### src/rtl/kv_front_end_pkg.sv
// Shared constants, header field offsets and FSM states for the KV store ingress splitter.
package kv_front_end_pkg;

  localparam int DATA_W    = 512;
  localparam int KEEP_W    = 64;
  localparam int PTR_W     = 16;
  localparam int KEY_W     = 64;
  localparam int KEY_REC_W = 81;
  localparam int VAL_REC_W = 544;

  localparam int HDR_MAGIC_LSB  = 0;
  localparam int HDR_RSVD_LSB   = 16;
  localparam int HDR_TOTLEN_LSB = 32;
  localparam int HDR_KEYLEN_LSB = 48;
  localparam int HDR_OPC_LSB    = 56;
  localparam int HDR_META_LSB   = 64;
  localparam int HDR_KEY_LSB    = 128;

  localparam logic [7:0]  OPC_SET = 8'h01;
  localparam logic [15:0] MAGIC   = 16'hFFFF;

  typedef enum logic [1:0] {
    ST_HDR,
    ST_VALUE,
    ST_DROP
  } state_e;

  // Bytes whose keep bit is clear are forced to zero before they reach storage.
  function automatic logic [DATA_W-1:0] maskBytes(input logic [DATA_W-1:0] data,
                                                  input logic [KEEP_W-1:0] keep);
    logic [DATA_W-1:0] res;
    res = '0;
    for (int i = 0; i < KEEP_W; i++) begin
      res[i*8 +: 8] = keep[i] ? data[i*8 +: 8] : 8'h00;
    end
    return res;
  endfunction

endpackage

### src/rtl/kv_axis_out_reg.sv
// Single-entry valid/ready output register; the slot accepts a new load whenever it is empty or draining.
module kv_axis_out_reg #(
  parameter int W = 8
) (
  input  logic         clk,
  input  logic         rst,
  input  logic         load_i,
  input  logic [W-1:0] data_i,
  input  logic         ready_i,
  output logic         valid_o,
  output logic [W-1:0] data_o,
  output logic         free_o
);

  logic         valid_q;
  logic [W-1:0] data_q;

  assign free_o  = !valid_q || ready_i;
  assign valid_o = valid_q;
  assign data_o  = data_q;

  always_ff @(posedge clk) begin
    if (rst) begin
      valid_q <= 1'b0;
      data_q  <= '0;
    end else if (load_i) begin
      valid_q <= 1'b1;
      data_q  <= data_i;
    end else if (ready_i) begin
      valid_q <= 1'b0;
    end
  end

endmodule

### src/rtl/kv_front_end_transit.sv
// Splits request packets into key records and pointer-tagged value beats.
// Define FRONT_END_HDR_CHECK_EN to drop packets whose header fails sanity checks.
module kv_front_end_transit
  import kv_front_end_pkg::*;
(
  input  logic         clk,
  input  logic         rst,
  input  logic [511:0] s_axis_tdata,
  input  logic         s_axis_tvalid,
  output logic         s_axis_tready,
  input  logic         s_axis_tlast,
  input  logic [63:0]  s_axis_tkeep,
  input  logic [15:0]  s_free_pointer,
  input  logic         s_free_pointer_valid,
  output logic         s_free_pointer_ready,
  output logic [80:0]  m_key_data,
  output logic         m_key_valid,
  input  logic         m_key_ready,
  output logic [543:0] m_value_data,
  output logic         m_value_valid,
  input  logic         m_value_ready
);

  state_e                 state_q;
  logic [PTR_W-1:0]       ptr_q;
  logic [15:0]            beatIdx_q;

  logic                   keyFree, valFree;
  logic                   isSet, hdrOk, hdrReady;
  logic                   hdrAccept, keyLoad, valLoad;
  logic [KEY_REC_W-1:0]   keyRec;
  logic [VAL_REC_W-1:0]   valRec;

  always_comb begin
    isSet = s_axis_tdata[HDR_OPC_LSB +: 8] == OPC_SET;
`ifdef FRONT_END_HDR_CHECK_EN
    hdrOk = (s_axis_tdata[HDR_MAGIC_LSB +: 16] == MAGIC)
         && (s_axis_tdata[HDR_RSVD_LSB +: 16] == 16'h0000)
         && (s_axis_tdata[HDR_KEYLEN_LSB +: 8] != 8'h00)
         && ({8'h00, s_axis_tdata[HDR_KEYLEN_LSB +: 8]} <= s_axis_tdata[HDR_TOTLEN_LSB +: 16]);
`else
    hdrOk = 1'b1;
`endif
    // A rejected header is simply swallowed, so it must not wait on the key slot or allocator.
    hdrReady = hdrOk ? (keyFree && (!isSet || s_free_pointer_valid)) : 1'b1;

    s_axis_tready = 1'b0;
    case (state_q)
      ST_HDR:   s_axis_tready = hdrReady;
      ST_VALUE: s_axis_tready = valFree;
      ST_DROP:  s_axis_tready = 1'b1;
      default:  s_axis_tready = 1'b0;
    endcase
    if (rst) s_axis_tready = 1'b0;

    hdrAccept            = (state_q == ST_HDR) && s_axis_tvalid && s_axis_tready;
    keyLoad              = hdrAccept && hdrOk;
    s_free_pointer_ready = keyLoad && isSet;
    valLoad              = (state_q == ST_VALUE) && s_axis_tvalid && s_axis_tready;

    keyRec = {isSet, (isSet ? s_free_pointer : 16'h0000), s_axis_tdata[HDR_KEY_LSB +: KEY_W]};
    valRec = {ptr_q, beatIdx_q, maskBytes(s_axis_tdata, s_axis_tkeep)};
  end

  always_ff @(posedge clk) begin
    if (rst) begin
      state_q   <= ST_HDR;
      ptr_q     <= '0;
      beatIdx_q <= '0;
    end else begin
      case (state_q)
        ST_HDR: begin
          if (keyLoad) begin
            ptr_q     <= isSet ? s_free_pointer : 16'h0000;
            beatIdx_q <= '0;
          end
          if (hdrAccept) begin
            if (s_axis_tlast)         state_q <= ST_HDR;
            else if (hdrOk && isSet)  state_q <= ST_VALUE;
            else                      state_q <= ST_DROP;
          end
        end
        ST_VALUE: begin
          if (valLoad) begin
            beatIdx_q <= beatIdx_q + 16'd1;
            if (s_axis_tlast) state_q <= ST_HDR;
          end
        end
        ST_DROP: begin
          if (s_axis_tvalid && s_axis_tlast) state_q <= ST_HDR;
        end
        default: state_q <= ST_HDR;
      endcase
    end
  end

  kv_axis_out_reg #(.W(KEY_REC_W)) uKeyReg (
    .clk     (clk),
    .rst     (rst),
    .load_i  (keyLoad),
    .data_i  (keyRec),
    .ready_i (m_key_ready),
    .valid_o (m_key_valid),
    .data_o  (m_key_data),
    .free_o  (keyFree)
  );

  kv_axis_out_reg #(.W(VAL_REC_W)) uValReg (
    .clk     (clk),
    .rst     (rst),
    .load_i  (valLoad),
    .data_i  (valRec),
    .ready_i (m_value_ready),
    .valid_o (m_value_valid),
    .data_o  (m_value_data),
    .free_o  (valFree)
  );

endmodule

### config.mk
export PLATFORM = sky130hd
export DESIGN_NAME = kv_front_end_transit
export DESIGN_NICKNAME = d
export VERILOG_FILES = /design/src/rtl/kv_front_end_pkg.sv /design/src/rtl/kv_axis_out_reg.sv /design/src/rtl/kv_front_end_transit.sv
export SDC_FILE = /design/constraint.sdc
export NUM_CORES = 1
export LEC_CHECK = 0
export BUFFER_PORTS_ARGS = -buffer_cell sky130_fd_sc_hd__buf_2
export CAP_MARGIN = 20
export CORE_AREA = 3 3 472 474
export DETAILED_ROUTE_END_ITERATION = 12
export DIE_AREA = 0 0 475 477
export GPL_ROUTABILITY_DRIVEN = 0
export MAX_ROUTING_LAYER = met4
export PLACE_DENSITY_LB_ADDON = 0.25
export SETUP_SLACK_MARGIN = 0.3
export SKIP_LAST_GASP = 1
export SYNTH_ARGS = -nofsm -noshare
export SYNTH_HDL_FRONTEND = slang
export SYNTH_SLANG_ARGS = --single-unit
### constraint.sdc
create_clock -name clk -period 2.28 [get_ports clk]
set_clock_uncertainty 0.05 [all_clocks]
set_input_delay 0.456 -clock clk [delete_from_list [all_inputs] [get_ports clk]]
set_output_delay 0.456 -clock clk [all_outputs]
set_load 0.05 [all_outputs]
# Yosys cells after proc, flatten, opt, wreduce, memory -nomap -nowiden

Cells that the tools add are included.

Latch bits: 0
Input bits: 599
Bits in registers: 661
Memories kept: 0
Bits in writable memories: 0
Word-level logic and storage cells: 116
Bits in read-only memories: 0

Reduce and logical (&&, ||, !) cells: 20
Bitwise logic cells: 0
Muxes and demuxes: 81
Magnitude comparators: 0
Shift operators: 0
Divide/modulo/power cells: 0
$mul: 0
Eq/ne operators: 7
$add $sub $neg: 1

Operator list:

| kind                                                  | count |
|---|---|
| 2-to-1 mux 8 bit                                      | 64 |
| 2-to-1 mux 16 bit                                     | 3 |
| case mux 16 bit (2 select lines)                      | 1 |
| adder 16 x 1 -> 16 bit, second input constant         | 1 |
| 2-to-1 mux 2 bit                                      | 6 |
| equality test 8 x 1 -> 1 bit, second input constant   | 1 |
| logical AND 1 bit                                     | 7 |
| inequality test 2 bit, second input constant          | 3 |
| case mux 2 bit (3 select lines)                       | 1 |
| nonzero test 2 bit                                    | 3 |
| 2-to-1 mux 1 bit                                      | 5 |
| AND reduction 4 bit                                   | 1 |
| logical NOT 1 bit                                     | 3 |
| logical OR 1 bit                                      | 3 |
| case mux 1 bit (3 select lines)                       | 1 |
| AND reduction 3 bit                                   | 1 |
| equality test 2 x 1 -> 1 bit, second input constant   | 1 |
| equality test 2 bit, second input constant            | 1 |
| logical NOT 2 bit                                     | 1 |
| inequality test 2 x 1 -> 1 bit, second input constant | 1 |
| AND reduction 2 bit                                   | 1 |

# Longest topological paths before layout

Gate-level depths: netlist (run 1).

Depth in word-level cells: 9
Mapped depth: 9

# By module

From an unflattened synthesis (run 1), not the netlist that was laid out.

Cell total of the unflattened synthesis: 2748
Area total of the unflattened synthesis: 27126.0 µm²

By module, submodules not included:

| module                    | cells each | area an instance (µm²) | seq. area each (µm²) | instances |
|---|---|---|---|---|
| kv_axis_out_reg (uValReg) | 1758       | 19137.1                | 10910.5              | 1 |
| kv_front_end_transit      | 725        | 5001.0                 | 680.7                | 1 |
| kv_axis_out_reg (uKeyReg) | 265        | 2987.9                 | 1641.6               | 1 |

# Worst setup path after synthesis (run 1)

OpenSTA, ideal clock, no wires.

Path type: register -> output
From: register uValReg.valid_q (netlist: uValReg.valid_o)
To: output s_free_pointer_ready
Slack: 0.075 ns
Arrival time: 1.699 ns
Stages on the path, launching flop included: 6
Data required time: 1.774 ns
Path through: dfxtp_1 -> nor2b_1 -> o21ai_2 -> nand3_1 -> nor4_4 -> buf_6

Word-level cells in the longest chain between the ends: 6

RTL lines:

| item                            | RTL line                   | source |
|---|---|---|
| from (decl)                     | kv_axis_out_reg.sv:15      | `logic valid_q;` |
| from (signal assigned)          | kv_axis_out_reg.sv:24      | `valid_q <= 1'b0;` |
| from (signal assigned)          | kv_axis_out_reg.sv:27      | `valid_q <= 1'b1;` |
| from (signal assigned)          | kv_axis_out_reg.sv:30      | `valid_q <= 1'b0;` |
| logical NOT 1 bit               | kv_axis_out_reg.sv:18      | `assign free_o = !valid_q \|\| ready_i;` |
| logical OR 1 bit                | kv_axis_out_reg.sv:18      |  |
| case mux 1 bit (3 select lines) | kv_front_end_transit.sv:48 | `case (state_q)` |
| 2-to-1 mux 1 bit                | kv_front_end_transit.sv:54 | `if (rst) s_axis_tready = 1'b0;` |
| logical AND 1 bit               | kv_front_end_transit.sv:56 | `hdrAccept = (state_q == ST_HDR) && s_axis_tvalid && s_axis_tready;` |
| logical AND 1 bit               | kv_front_end_transit.sv:58 | `s_free_pointer_ready = keyLoad && isSet;` |
| to (decl)                       | kv_front_end_transit.sv:15 | `output logic s_free_pointer_ready,` |

No other way between the ends.

# Worst setup path in the final report (run 1)

From: register state_q[1]
To: output s_free_pointer_ready

Word-level cells in the longest chain between the ends: 5
Elaborated cells on any way between the ends: 8
Those cells by class: eq/ne: 2; mux: 2; reduce/logical: 4

RTL lines:

| item                                              | RTL line                   | source |
|---|---|---|
| from (decl)                                       | kv_front_end_transit.sv:24 | `state_e state_q;` |
| from (signal assigned)                            | kv_front_end_transit.sv:67 | `state_q <= ST_HDR;` |
| from (signal assigned)                            | kv_front_end_transit.sv:78 | `if (s_axis_tlast) state_q <= ST_HDR;` |
| from (signal assigned)                            | kv_front_end_transit.sv:79 | `else if (hdrOk && isSet) state_q <= ST_VALUE;` |
| equality test 2 bit, or another cell as far along | kv_front_end_transit.sv:48 |  |
| case mux 1 bit (3 select lines)                   | kv_front_end_transit.sv:48 |  |
| 2-to-1 mux 1 bit                                  | kv_front_end_transit.sv:54 |  |
| logical AND 1 bit (*)                             | kv_front_end_transit.sv:56 |  |
| logical AND 1 bit (*)                             | kv_front_end_transit.sv:58 |  |

Mark *: on every way between the ends. The rest lies on a longest branch, timed or not.

==> impl_metrics.json, run 1 <==
{
  "track_usage": 0.160,
  "use_met2": 0.252,
  "dieArea_um2": 227000,
  "num-fill-cells": 24400,
  "stdcell_count": 7718,
  "fin_util": 0.209,
  "required_ns": 1.77,
  "row_count": 172,
  "worst-setup-path-type": "reg2out",
  "htreeDepth": 3,
  "reg2reg_depth": 12,
  "crit_arrival_ns": 2.04,
  "slowest_stage": "or3b_4",
  "min_delay_path_depth": 2,
  "final_common_cell": "buf_2",
  "port-buffer-count": 1227,
  "routed-via-count": 29700,
  "firstDrtPassIters": 5,
  "fin_nets": 5303,
  "drt_iter0_markers": 2126,
  "dp.cells": 6861,
  "cp_num_buf_inv": 1,
  "ioPinCount": 1228,
  "reg2reg_to": "uValReg.data_o[432]",
  "period_share": 1.12,
  "synthesis.instances": 2907,
  "numClockSinks": 661,
  "relSlewSlack": 0.349,
  "hold_ws_ns": 0.0654,
  "violations": "negative setup slack",
  "ant_nets": 0,
  "period_minus_slack_ns": 2.55,
  "tritoncts": "done",
  "fp.dieW_um": 475,
  "grt_max_degree": 144,
  "grt_overflow": 0,
  "antenna_found_initial": 107,
  "hp-start": "s_axis_tvalid",
  "end_kind": "primary output",
  "critPathMaxFanout": 4,
  "p_total_w": 0.0296,
  "min_path_type": "in2reg",
  "worst-slew-pin-transition_ns": 0.976,
  "clock.fmax_mhz": 392,
  "peakVddDrop_mv": 0.472,
  "drc": 0,
  "hpwl_mm": 149,
  "wire_per_inst_um": 26.0,
  "startpoint_type": "register",
  "hold_viol_final": 0,
  "rsz0062_at_grt": "true",
  "synth_fp_nets": 3507,
  "clockBufferDepth": 3,
  "clockRootBuffer": "clkbuf_16",
  "synth.yosys.seq_area_share": 0.557,
  "netlist_area_um2": 23800,
  "holdPathEnd": "state_q[1]",
  "power_per_cell_area_nw_per_um2": 644,
  "grt_first_pass_wirelength_mm": 245,
  "outcome": "complete, but fails checks",
  "drive_gt1_frac": 0.378,
  "met3_usage": 0.0579,
  "initial_core_util": 0.108,
  "report.final.slew_viol_count": 0,
  "cap_violations": 0,
  "syn2layout_area_growth_pct": 93.2,
  "leakage_nw": 18.4,
  "clkLatencyLatePin_ns": 0.70,
  "rrSetupSlack_ns": 0.07,
  "synth_cell_types": 47,
  "syn_area_per_cell_um2": 8.18,
  "critPathMaxStageDelay_ns": 0.42,
  "grt-busiest-layer": "met2",
  "postRouteWirelength_mm": 201,
  "setup_violations": 2,
  "crit_chain": "or3b_4 -> nor4_4 -> buf_6",
  "rr_startpoint": "state_q[1]",
  "fp.dieH_um": 477,
  "coreArea_um2": 219000,
  "dp_slack_ns": -0.00494,
  "yosys_warnings": 0,
  "synth-seq-cells": 661,
  "setup_ws_ns": -0.270,
  "cts_buffers": 86,
  "final_cell_mix": "buf_2 (1,075), nand2_1 (679), dfxtp_1 (646)",
  "grt_pass1_vias": 28500,
  "clkTransAtPathRegs_ns": 0.06,
  "critPathTopFamily": "simple AND/OR/NAND/NOR gates",
  "use_met1": 0.194,
  "via_per_inst": 3.85
}
[cell families after synthesis]
group                      count (synthesis)  synth area share
and+or+nand+nor                         1276             0.237
AOI/OAI and AO/OA                        679             0.150
DFF                                      661             0.557
buffers and inverters                    286            0.0549
xor gates and xnor gates                   3           0.00111
muxes                                      1          0.000421
adders and majority gates                  1          0.000526
[registers in the layout, summed over array words and instances (netlist names)]
register         cells
beatIdx_q           16
ptr_q               16
uValReg.valid_o      1
uValReg.data_o     544
uKeyReg.valid_o      1
uKeyReg.data_o      81
state_q              2
[report_power, final]
group          leakage [nW]  internal, W  total [W]  switching [W]
clock                  1.39      0.00804     0.0139        0.00588
combinational          11.7      0.00158    0.00387        0.00228
sequential             5.34       0.0117     0.0118      0.0000929
[synth_stat cells, drive strengths merged]
master | instances | area, um2
nor3b | 1 | 12.5
o21ai | 7 | 38.8
nand2 | 710 | 2670
and4 | 1 | 8.76
nor2 | 9 | 36.3
nor4b | 2 | 32.5
a21oi | 624 | 3120
a21o | 1 | 7.51
or2 | 2 | 12.5
a31oi | 2 | 12.5
nand4 | 6 | 43.8
o31a | 1 | 8.76
or3 | 5 | 31.3
nand3 | 520 | 2610
ha | 1 | 12.5
xnor2 | 1 | 8.76
o31ai | 6 | 45.0
clkbuf | 190 | 713
nor3 | 1 | 10.0
or3b | 1 | 11.3
o21a | 2 | 15.0
o2111ai | 1 | 8.76
nor2b | 4 | 25.0
a2111oi | 3 | 26.3
nand2b | 3 | 18.8
mux2i | 1 | 10.0
and3 | 1 | 6.26
xor2 | 2 | 17.5
buf | 91 | 573
nor4 | 3 | 48.8
inv | 5 | 18.8
a22o | 32 | 280
dfxtp | 661 | 13200
and2 | 1 | 6.26
or4 | 6 | 45.0
[layout make-up]
class / instances / area [um2] / area share
antenna: 76 / 190 / 0.00414
clock buffer: 129 / 2530 / 0.0552
clock inverter: 27 / 283 / 0.00616
inverter: 5 / 22.5 / 0.000490
multi-input combinational: 1960 / 10300 / 0.224
sequential: 661 / 13300 / 0.289
tap: 2871 / 3590 / 0.0782
timing repair buffer: 1989 / 15800 / 0.343
[worst max path at each step]
stage | from | endpoint | slack (ns) | depth (start not counted)
after floorplan | s_axis_tdata[59] | s_free_pointer_ready | 0.14 | 4
after global placement | s_axis_tdata[59] | s_free_pointer_ready | 0.005 | 5
after detailed placement | s_axis_tdata[59] | s_free_pointer_ready | -0.005 | 5
after CTS | state_q[1] | s_free_pointer_ready | -0.37 | 3
after global routing | state_q[1] | s_free_pointer_ready | -0.39 | 3
final | state_q[1] | s_free_pointer_ready | -0.27 | 3
[per-stage QoR]
stage	instance area, um2	setup TNS, ns
after global placement	33700	0
final	45900	-0.503
after global routing	45900	-0.758
after floorplan	23800	0
after detailed placement	33700	-0.00494
after CTS	42800	-0.707
[timing repair]
action	in CTS	in global routing
gates cloned	15	62
pin swaps	25	72
hold buffers	506	4
buffers inserted	17	21
gates resized for setup	205	303
hold endpoints to repair	535	4
endpoints found under the setup margin	262	597
[layer usage]
layer / routed length (um) / vias to the layer above / share of wire
li1: - / 13600 / -
met1: 84300 / 14400 / 0.42
met2: 92100 / 1416 / 0.46
met3: 19400 / 220 / 0.097
met4: 4830 / 0 / 0.024
met5: 0 / - / 0
Note: power is estimated with default switching activity, not from simulation.
==> run 2: changes to the inputs <==
--- a/config.mk
+++ b/config.mk
@@ -8,7 +8,7 @@
 export BUFFER_PORTS_ARGS = -buffer_cell sky130_fd_sc_hd__buf_2
 export CAP_MARGIN = 20
-export CORE_AREA = 3 3 472 474
+export CORE_AREA = 2 2 485 487
 export DETAILED_ROUTE_END_ITERATION = 12
-export DIE_AREA = 0 0 475 477
+export DIE_AREA = 0 0 487 489
 export GPL_ROUTABILITY_DRIVEN = 0
 export MAX_ROUTING_LAYER = met4
@@ -16,4 +16,5 @@
 export SETUP_SLACK_MARGIN = 0.3
 export SKIP_LAST_GASP = 1
+export SLEW_MARGIN = 20
 export SYNTH_ARGS = -nofsm -noshare
 export SYNTH_HDL_FRONTEND = slang
--- a/constraint.sdc
+++ b/constraint.sdc
@@ -3,3 +3,3 @@
 set_input_delay 0.456 -clock clk [delete_from_list [all_inputs] [get_ports clk]]
 set_output_delay 0.456 -clock clk [all_outputs]
-set_load 0.05 [all_outputs]
+set_load 0.02 [all_outputs]
==> impl_metrics.json, run 2 (synthesized netlist as in run 1, its figures left out) <==
{
  "ant_nets": 0,
  "report.final.slew_viol_count": 0,
  "startpoint_type": "register",
  "period_share": 1.15,
  "numClockSinks": 661,
  "violations": "negative setup slack",
  "period_minus_slack_ns": 2.63,
  "crit_arrival_ns": 2.12,
  "hold_viol_final": 0,
  "p_seq_frac": 0.403,
  "final_common_cell": "buf_2",
  "cap_violations": 0,
  "hp-start": "s_axis_tdata[408]",
  "met2_length_mm": 85.6,
  "coreArea_um2": 234000,
  "routed-via-count": 29200,
  "grt_overflow": 0,
  "firstDrtPassIters": 5,
  "p_clk_frac": 0.482,
  "route.met3.wl_mm": 18.8,
  "critPathMaxFanout": 3,
  "final_cell_mix": "buf_2 (1,201), nand2_1 (705), dfxtp_1 (654)",
  "clkLatencyLatePin_ns": 0.72,
  "highest_layer": "met4",
  "drt_iter0_markers": 1818,
  "clock.fmax_mhz": 380,
  "dieArea_um2": 238000,
  "grt_pass1_vias": 28000,
  "setup_ws_ns": -0.350,
  "tritoncts": "done",
  "via_per_inst": 3.68,
  "hold_ws_ns": 0.0709,
  "clockRootBuffer": "clkbuf_16",
  "hpwl_mm": 147,
  "leakage_nw": 18.1,
  "fp.dieW_um": 487,
  "required_ns": 1.77,
  "initial_core_util": 0.102,
  "p_int_w": 0.0213,
  "htreeDepth": 3,
  "largest_register_ffs": 544,
  "p_total_w": 0.0293,
  "p_switching_w": 0.00794,
  "grt_max_degree": 168,
  "syn2layout_area_growth_pct": 88.0,
  "wire_per_inst_um": 23.8,
  "rsz0062_at_grt": "true",
  "clkTransAtPathRegs_ns": 0.06,
  "worst-setup-path-type": "reg2out",
  "grt_first_pass_wirelength_mm": 236,
  "fin_nets": 5311,
  "rr_startpoint": "state_q[1]",
  "drive_gt1_frac": 0.354,
  "drc": 0,
  "wl_met1_mm": 78.2,
  "clockBufferDepth": 3,
  "outcome": "complete, but fails checks",
  "relSlewSlack": 0.284,
  "peakVddDrop_mv": 0.488,
  "switching_share": 0.272,
  "fp.dieH_um": 489,
  "ioPinCount": 1228,
  "min_path_type": "in2reg",
  "track_usage": 0.147,
  "end_kind": "primary output",
  "rrSetupSlack_ns": 0.06,
  "pwr-share-comb": 0.115,
  "row_count": 178,
  "crit_start": "state_q[1]",
  "antenna_found_initial": 124,
  "power_per_cell_area_nw_per_um2": 654,
  "postRouteWirelength_mm": 188,
  "port-buffer-count": 1227,
  "setup_violations": 2,
  "worst-slew-pin-transition_ns": 1.07,
  "cts_buffers": 87
}
-- run 2: cell count changes in the layout (fill, tap and decap cells not counted), moves of 13 or more --
cell and delta:
nand2_1 +26, nand2_2 -18, dlygate4sd3_1 +37, nand3_1 +44, buf_4 -104, nand3_4 -39, buf_12 -20, a21oi_2 -15
a21oi_1 +15, buf_6 -13, buf_16 -14, buf_2 +126
-- run 2: path summary, 6_finish.rpt --
kind / end / cells after the start
worst max register to register: uValReg.data_o[77] / 8
worst min register to register: uValReg.data_o[393] / 2
worst max-delay path: s_free_pointer_ready / 4
worst min-delay path: uValReg.data_o[408] / 3
-- run 2: metrics by stage --
step	TNS, ns	util	std cells	worst slack [ns]	cell area (um2)
detailed placement	0	0.145	7054	0.000521	34000
CTS	-0.648	0.183	7772	-0.408	42700
finish	-0.510	0.191	7925	-0.350	44700
global route	-0.722	0.191	7918	-0.461	44700
global placement	0	0.145	7054	0.0131	34000
floorplan	0	-	2907	0.282	23800
-- run 2: area by class of cell --
| cell class | count | area [um2] |
|---|---|---|
| Inverter | 5 | 18.8 |
| Timing Repair Buffer | 1996 | 14900 |
| Fill cell | 26300 | 189000 |
| Antenna cell | 85 | 213 |
| Sequential cell | 661 | 13200 |
| Clock buffer | 121 | 2470 |
| Clock inverter | 37 | 375 |
| Tap cell | 3060 | 3830 |
| Multi-Input combinational cell | 1960 | 9640 |
-- run 2: critical path, stage by stage (launching register included) --
cell and delay (ns):
dfxtp_4 0.35, or3b_4 0.40, buf_6 0.13, nor4_4 0.32, buf_4 0.21
-- run 2: power groups by stage --
stage	logic (W)	clock network, W	registers [W]
5_1_grt	0.00359	0.0150	0.0118
6_report	0.00337	0.0141	0.0118
3_5_place_dp	0.00226	0	0.0120
4_1_cts	0.00321	0.0146	0.0118
3_3_place_gp	0.00225	0	0.0120
2_1_floorplan	0.000704	0	0.0122
-- run 2: repair_timing --
item	CTS	global route
setup buffers	10	20
hold endpoints to repair	576	0
resized for setup	58	134
hold buffers	547	0
gates cloned	3	48
endpoints found under the setup margin	219	540
pin swaps	3	67
-- run 2: metal layers --
layer,vias to the layer above,global-route usage
li1,13700,-
met1,13900,0.174
met5,-,-
met2,1358,0.228
met3,213,0.0567
met4,0,0.0480
